===== src/rtl/adpcm_word_packer_if.sv =====
// Valid/ready bundle between the ADPCM code source, the word packer and the word consumer.
// master drives capture control and consumer ready; slave is the packer.
interface adpcm_word_packer_if #(
   parameter int unsigned FIFO_DEPTH = 8
);
   localparam int unsigned LevelW = $clog2(FIFO_DEPTH) + 1;

   logic              enable;
   logic              in_strobe;
   logic [3:0]        in_code;
   logic              out_ready;
   logic              out_valid;
   logic [15:0]       out_data;
   logic [2:0]        out_nvalid;
   logic              out_last;
   logic              overflow;
   logic [LevelW-1:0] fifo_level;

   modport master (
      output enable, in_strobe, in_code, out_ready,
      input  out_valid, out_data, out_nvalid, out_last, overflow, fifo_level
   );

   modport slave (
      input  enable, in_strobe, in_code, out_ready,
      output out_valid, out_data, out_nvalid, out_last, overflow, fifo_level
   );
endinterface


===== src/rtl/adpcm_word_packer.sv =====
// Packs 4-bit ADPCM codes MSB-nibble-first into 16-bit words and queues them in a FWFT FIFO.
// End of capture pushes a partial word or a zero-nibble terminator, both flagged last.
module adpcm_word_packer #(
   parameter int unsigned FIFO_DEPTH = 8
) (
   input logic                clk,
   input logic                rst,
   adpcm_word_packer_if.slave bus
);
   localparam int unsigned AW     = $clog2(FIFO_DEPTH);
   localparam int unsigned LevelW = AW + 1;
   localparam logic [AW:0] PtrOne = 1;

   typedef enum logic [1:0] {StIdle, StRun, StFlush} state_e;

   state_e      state_q, state_d;
   logic [1:0]  count_q, count_d;
   logic [15:0] word_q, word_d, word_ins;
   logic        push_q, push_d;
   logic [19:0] entry_q, entry_d;
   logic        overflow_q, ovf_clr;

   logic [19:0] mem [FIFO_DEPTH];
   logic [AW:0] wr_ptr_q, rd_ptr_q;
   logic [LevelW-1:0] level;
   logic        full, empty, pop, wr_en, drop;
   logic [19:0] head;

   always_comb begin
      word_ins = word_q;
      unique case (count_q)
         2'd0: word_ins[15:12] = bus.in_code;
         2'd1: word_ins[11:8]  = bus.in_code;
         2'd2: word_ins[7:4]   = bus.in_code;
         2'd3: word_ins[3:0]   = bus.in_code;
         default: word_ins = word_q;
      endcase
   end

   always_comb begin
      state_d = state_q;
      count_d = count_q;
      word_d  = word_q;
      push_d  = 1'b0;
      entry_d = entry_q;
      ovf_clr = 1'b0;
      unique case (state_q)
         StIdle: begin
            if (bus.enable) begin
               state_d = StRun;
               count_d = 2'd0;
               word_d  = 16'h0000;
               ovf_clr = 1'b1;
            end
         end
         StRun: begin
            if (!bus.enable) begin
               state_d = StFlush;
            end else if (bus.in_strobe) begin
               if (count_q == 2'd3) begin
                  push_d  = 1'b1;
                  entry_d = {word_ins, 3'd4, 1'b0};
                  count_d = 2'd0;
                  word_d  = 16'h0000;
               end else begin
                  count_d = count_q + 2'd1;
                  word_d  = word_ins;
               end
            end
         end
         StFlush: begin
            // With count 0 the cleared word register already forms the terminator.
            push_d  = 1'b1;
            entry_d = {word_q, 1'b0, count_q, 1'b1};
            count_d = 2'd0;
            word_d  = 16'h0000;
            state_d = StIdle;
         end
         default: state_d = StIdle;
      endcase
   end

   always_ff @(posedge clk or posedge rst) begin
      if (rst) begin
         state_q <= StIdle;
         count_q <= 2'd0;
         word_q  <= 16'h0000;
         push_q  <= 1'b0;
         entry_q <= 20'h00000;
      end else begin
         state_q <= state_d;
         count_q <= count_d;
         word_q  <= word_d;
         push_q  <= push_d;
         entry_q <= entry_d;
      end
   end

   assign level = LevelW'(wr_ptr_q - rd_ptr_q);
   assign full  = (level == LevelW'(FIFO_DEPTH));
   assign empty = (level == '0);
   assign pop   = !empty && bus.out_ready;
   // A full FIFO still accepts the staged word when the head leaves in the same cycle.
   assign wr_en = push_q && (!full || pop);
   assign drop  = push_q && full && !pop;

   always_ff @(posedge clk) begin
      if (wr_en) mem[wr_ptr_q[AW-1:0]] <= entry_q;
   end

   always_ff @(posedge clk or posedge rst) begin
      if (rst) begin
         wr_ptr_q   <= '0;
         rd_ptr_q   <= '0;
         overflow_q <= 1'b0;
      end else begin
         if (wr_en) wr_ptr_q <= wr_ptr_q + PtrOne;
         if (pop)   rd_ptr_q <= rd_ptr_q + PtrOne;
         if (drop)         overflow_q <= 1'b1;
         else if (ovf_clr) overflow_q <= 1'b0;
      end
   end

   assign head           = mem[rd_ptr_q[AW-1:0]];
   assign bus.out_valid  = !empty;
   assign bus.out_data   = empty ? 16'h0000 : head[19:4];
   assign bus.out_nvalid = empty ? 3'd0 : head[3:1];
   assign bus.out_last   = empty ? 1'b0 : head[0];
   assign bus.overflow   = overflow_q;
   assign bus.fifo_level = level;
endmodule


===== src/flat_wrapper.sv =====
// flat-port wrapper written by rule: the top's interface ports become plain ports
module adpcm_word_packer_flat 
#(
   parameter int unsigned FIFO_DEPTH = 8
)
  (clk, rst, bus_enable, bus_in_strobe, bus_in_code, bus_out_ready, bus_out_valid, bus_out_data, bus_out_nvalid, bus_out_last, bus_overflow, bus_fifo_level);
  adpcm_word_packer_if #(.FIFO_DEPTH(FIFO_DEPTH)) bus_i ();
  input logic clk;
  input logic rst;
  input wire logic [$bits(bus_i.enable)-1:0] bus_enable;
  input wire logic [$bits(bus_i.in_strobe)-1:0] bus_in_strobe;
  input wire logic [$bits(bus_i.in_code)-1:0] bus_in_code;
  input wire logic [$bits(bus_i.out_ready)-1:0] bus_out_ready;
  output wire logic [$bits(bus_i.out_valid)-1:0] bus_out_valid;
  output wire logic [$bits(bus_i.out_data)-1:0] bus_out_data;
  output wire logic [$bits(bus_i.out_nvalid)-1:0] bus_out_nvalid;
  output wire logic [$bits(bus_i.out_last)-1:0] bus_out_last;
  output wire logic [$bits(bus_i.overflow)-1:0] bus_overflow;
  output wire logic [$bits(bus_i.fifo_level)-1:0] bus_fifo_level;
  assign bus_i.enable = bus_enable;
  assign bus_i.in_strobe = bus_in_strobe;
  assign bus_i.in_code = bus_in_code;
  assign bus_i.out_ready = bus_out_ready;
  assign bus_out_valid = bus_i.out_valid;
  assign bus_out_data = bus_i.out_data;
  assign bus_out_nvalid = bus_i.out_nvalid;
  assign bus_out_last = bus_i.out_last;
  assign bus_overflow = bus_i.overflow;
  assign bus_fifo_level = bus_i.fifo_level;
  adpcm_word_packer #(.FIFO_DEPTH(FIFO_DEPTH)) u_core (.clk(clk), .rst(rst), .bus(bus_i));
endmodule

===== config.mk =====
export PLATFORM = sky130hd
export DESIGN_NAME = adpcm_word_packer_flat
export DESIGN_NICKNAME = d
export VERILOG_FILES = /design/src/rtl/adpcm_word_packer_if.sv /design/src/rtl/adpcm_word_packer.sv /design/src/flat_wrapper.sv
export SDC_FILE = /design/constraint.sdc
export NUM_CORES = 1
export LEC_CHECK = 0
export CELL_PAD_IN_SITES_DETAIL_PLACEMENT = 1
export CELL_PAD_IN_SITES_GLOBAL_PLACEMENT = 1
export CORE_MARGIN = 2
export CORE_UTILIZATION = 25
export DETAILED_ROUTE_END_ITERATION = 10
export PLACE_DENSITY_LB_ADDON = 0.1
export SLEW_MARGIN = 20
export SYNTH_ARGS = -nofsm -noshare
export SYNTH_HDL_FRONTEND = slang
export SYNTH_SLANG_ARGS = --single-unit

===== constraint.sdc =====
create_clock -name clk -period 4.4 [get_ports clk]
set_input_delay 0.44 -clock clk [delete_from_list [all_inputs] [get_ports clk]]
set_output_delay 0.44 -clock clk [all_outputs]
set_load 0.01 [all_outputs]

==> results.sh <==
export IMPL_status="finished clean"
export IMPL_n_fill_cell=3584
export IMPL_clock_tree_buffer_depth=3
export IMPL_clk_pin_slew_ps=60
export IMPL_avgSynthCellArea_um2=16.4
export IMPL_ys_warn_count=0
export IMPL_post_cts_buffers=0
export IMPL_synth_seq_area_share_pct=69.5
export IMPL_intPower_mw=5.05
export IMPL_firstDrtPassIters=4
export IMPL_path_cells="fa_1 -> nand2b_1 -> or2_2 -> nor3_4 -> buf_4 -> a21oi_1 -> clkdlybuf4s50_1"
export IMPL_cap_viol_max_count=0
export IMPL_hold_violations=0
export IMPL_relSlewSlack_pct=36.7
export IMPL_grt_max_degree=44
export IMPL_irDropWorstVdd_mv=0.306
export IMPL_grt_setup_unrepaired="false"
export IMPL_holdBufCountCts=0
export IMPL_drtIter0Drc=216
export IMPL_vias=4679
export IMPL_r2r_start="u_core.wr_ptr_q[1]$_DFFE_PP0P_"
export IMPL_critPathArrivalTime_ps=3480
export IMPL_period_share_pct=89.1
export IMPL_place_hpwl_mm=12.6
export IMPL_grt_usage_pct=12.1
export IMPL_tns_ps=0
export IMPL_root_buffer="clkbuf_16"
export IMPL_power_leakage_nw=3.69
export IMPL_crit_path_start_kind="flip-flop"
export IMPL_syn_inst=530
export IMPL_cts_made_buffers=25
export IMPL_gp_congestion=0.717
export IMPL_end_kind="output pin"
export IMPL_portBuffers=34
export IMPL_rr_worst_depth=6
export IMPL_min_period_ps=3920
export IMPL_fp_dieW_um=191
export IMPL_worstHoldPathType="input pin to asynchronous set/reset pin"
export IMPL_r2r_slack_ps=970
export IMPL_core_area_um2=34500
export IMPL_combPwrFrac_pct=34.8
export IMPL_synth_ff_type="edfxtp_1"
export IMPL_yosysTopAreaCell="edfxtp_1"
export IMPL_syn_num_nets=554
export IMPL_dpl_worst_slack_ps=900
export IMPL_htree_levels=1
export IMPL_cp_max_fo=21
export IMPL_required_ps=3960
export IMPL_synth_top_area_share_pct=55.1
export IMPL_power_switching_mw=2.49
export IMPL_fmax_ghz=0.255
export IMPL_synthToLayoutAreaGrowth_pct=20.9
export IMPL_setup_viol=0
export IMPL_synthArstFlopShare_pct=23.8
export IMPL_slowest_stage="dfrtp_1"
export IMPL_clk_latency_ps=510
export IMPL_pwr_share_clk_pct=28.7
export IMPL_r2r_end="u_core.mem[3][11]$_DFFE_PP_"
export IMPL_fp_dieH_um=191
export IMPL_final_nets=600
export IMPL_drc=0
export IMPL_synth_commonest_cells="160 x edfxtp_1, 68 x nand2_1, 50 x dfrtp_1"
export IMPL_swShare_pct=33.1
export IMPL_maxSlewViolCount=0
export IMPL_post_cts_resized=0
export IMPL_overflow=0
export IMPL_initial_core_util_pct=25.3
export IMPL_drive_gt1_share_pct=20.2
export IMPL_p_per_area_nw_per_um2=715
export IMPL_grt_pass1_vias=5254
export IMPL_synth_edf_count=160
export IMPL_drtAntennaViolNets=0
export IMPL_skew_ps=9.40
export IMPL_worstMarginPinSlew_ps=950
export IMPL_rows=68
export IMPL_yosysUniqueCellTypes=44
export IMPL_critPathMaxStageDelay_ps=780
export IMPL_finalWorstSetupSlack_ps=479
export IMPL_path_class="flip-flop to output pin"
export IMPL_avgViaCountPerCell=4.46
export IMPL_post_synth_top_count_cell="edfxtp_1"
export IMPL_num_io_pins=35
export IMPL_cts_sinks=210
export IMPL_syn_area_um2=8720
export IMPL_antenna_found_initial=0
export IMPL_synth_area_leaders="edfxtp_1 55%, dfrtp_1 14%, mux4_2 10%"
export IMPL_diodes=0
export IMPL_ys_ff_latch=210
export IMPL_cts_tree="done"
export IMPL_die_area_um2=36400
export IMPL_grt_pass1_wl_mm=32.8
export IMPL_wl_per_cell_um=20.4
export IMPL_p_seq_share_pct=36.4
export IMPL_wl_mm=21.4
## power groups by stage
stage	logic (mW)	registers, mW	clock network (mW)
global placement	2.69	2.77	0
CTS	2.72	2.75	2.24
detailed placement	2.71	2.79	0
floorplan	1.69	2.66	0
global route	2.91	2.79	2.31
finish	2.63	2.75	2.17
## cells in the final DEF, fill, tap and decap left out, types with 5 or more instances in the layout
| cell type | instances |
|---|---|
| edfxtp_1 | 160 |
| nand2_1 | 68 |
| dfrtp_1 | 48 |
| mux4_2 | 40 |
| clkdlybuf4s50_1 | 34 |
| clkbuf_16 | 25 |
| a21oi_1 | 24 |
| o21ai_0 | 23 |
| mux2i_1 | 16 |
| buf_4 | 16 |
| ha_1 | 14 |
| inv_1 | 13 |
| a32o_1 | 12 |
| nand2b_1 | 7 |
| o211ai_1 | 7 |
| nand3_1 | 6 |
| nor2_1 | 5 |
| nor3_4 | 5 |
| clkbuf_8 | 5 |
## critical path, delay by kind of cell, from the launching register on
kind,cells,cell delay (ps)
DFF,1,780
buffers and inverters,2,840
AOI/OAI and AO/OA,1,120
and+or+nand+nor,3,670
adders and majority gates,1,560
## cells by family after synthesis
kind of cell / count (synthesis) / share of synthesized area [%]
DFF: 210 / 69.5
and+or+nand+nor: 110 / 6.23
adders and majority gates: 15 / 2.24
muxes: 58 / 12.4
buffers and inverters: 45 / 2.27
AOI/OAI and AO/OA: 86 / 6.75
xor gates and xnor gates: 6 / 0.603
## state kept, by name, summed over array words and instances (netlist names)
| name | cells |
|---|---|
| u_core.state_q | 2 |
| u_core.word_q | 16 |
| u_core.wr_ptr_q | 4 |
| u_core.bus.overflow | 1 |
| u_core.rd_ptr_q | 4 |
| u_core.push_q | 1 |
| u_core.entry_q | 20 |
| u_core.mem | 160 |
| u_core.count_q | 2 |
## worst max-delay path by stage
stage                                         startpoint                          to  slack (ps)  depth (start not counted)
after floorplan           u_core.rd_ptr_q[1]$_DFFE_PP0P_  u_core.mem[7][0]$_DFFE_PP_         870                          9
after global placement    u_core.wr_ptr_q[1]$_DFFE_PP0P_                bus_out_last        1000                          7
after detailed placement  u_core.wr_ptr_q[1]$_DFFE_PP0P_                bus_out_last         900                          7
after CTS                 u_core.wr_ptr_q[1]$_DFFE_PP0P_                bus_out_last         350                          7
after global routing      u_core.wr_ptr_q[0]$_DFFE_PP0P_                bus_out_last         190                         10
final                     u_core.wr_ptr_q[1]$_DFFE_PP0P_                bus_out_last         480                          7
## final cells by class
| class | instances | area [µm²] | share of cell area (%) |
|---|---|---|---|
| timing repair buffer | 50 | 460 | 4.37 |
| inverter | 14 | 52.6 | 0.499 |
| multi-input combinational | 275 | 2520 | 23.9 |
| sequential | 210 | 6060 | 57.5 |
| clock buffer | 34 | 709 | 6.73 |
| tap | 455 | 569 | 5.40 |
| clock inverter | 12 | 168 | 1.59 |
## metrics by stage
step	hold slack [ps]	area [µm²]	util (%)	total power, mW	instances
global placement	479	9660	28.0	5.46	1004
global route	476	10500	30.6	8.01	1050
detailed placement	485	9660	28.0	5.51	1004
finish	404	10500	30.6	7.54	1050
floorplan	465	8720	-	4.34	530
CTS	432	10500	30.6	7.71	1050
## layer usage
metal  global-route usage (%)  wire length, µm  vias up
met2                     20.6            10400       67
met4                     3.73              518        0
li1                         -                -     2137
met5                        0                0        -
met1                     15.8             9720     2439
met3                     2.12              775       36
Power figures use the tool's default switching activity.
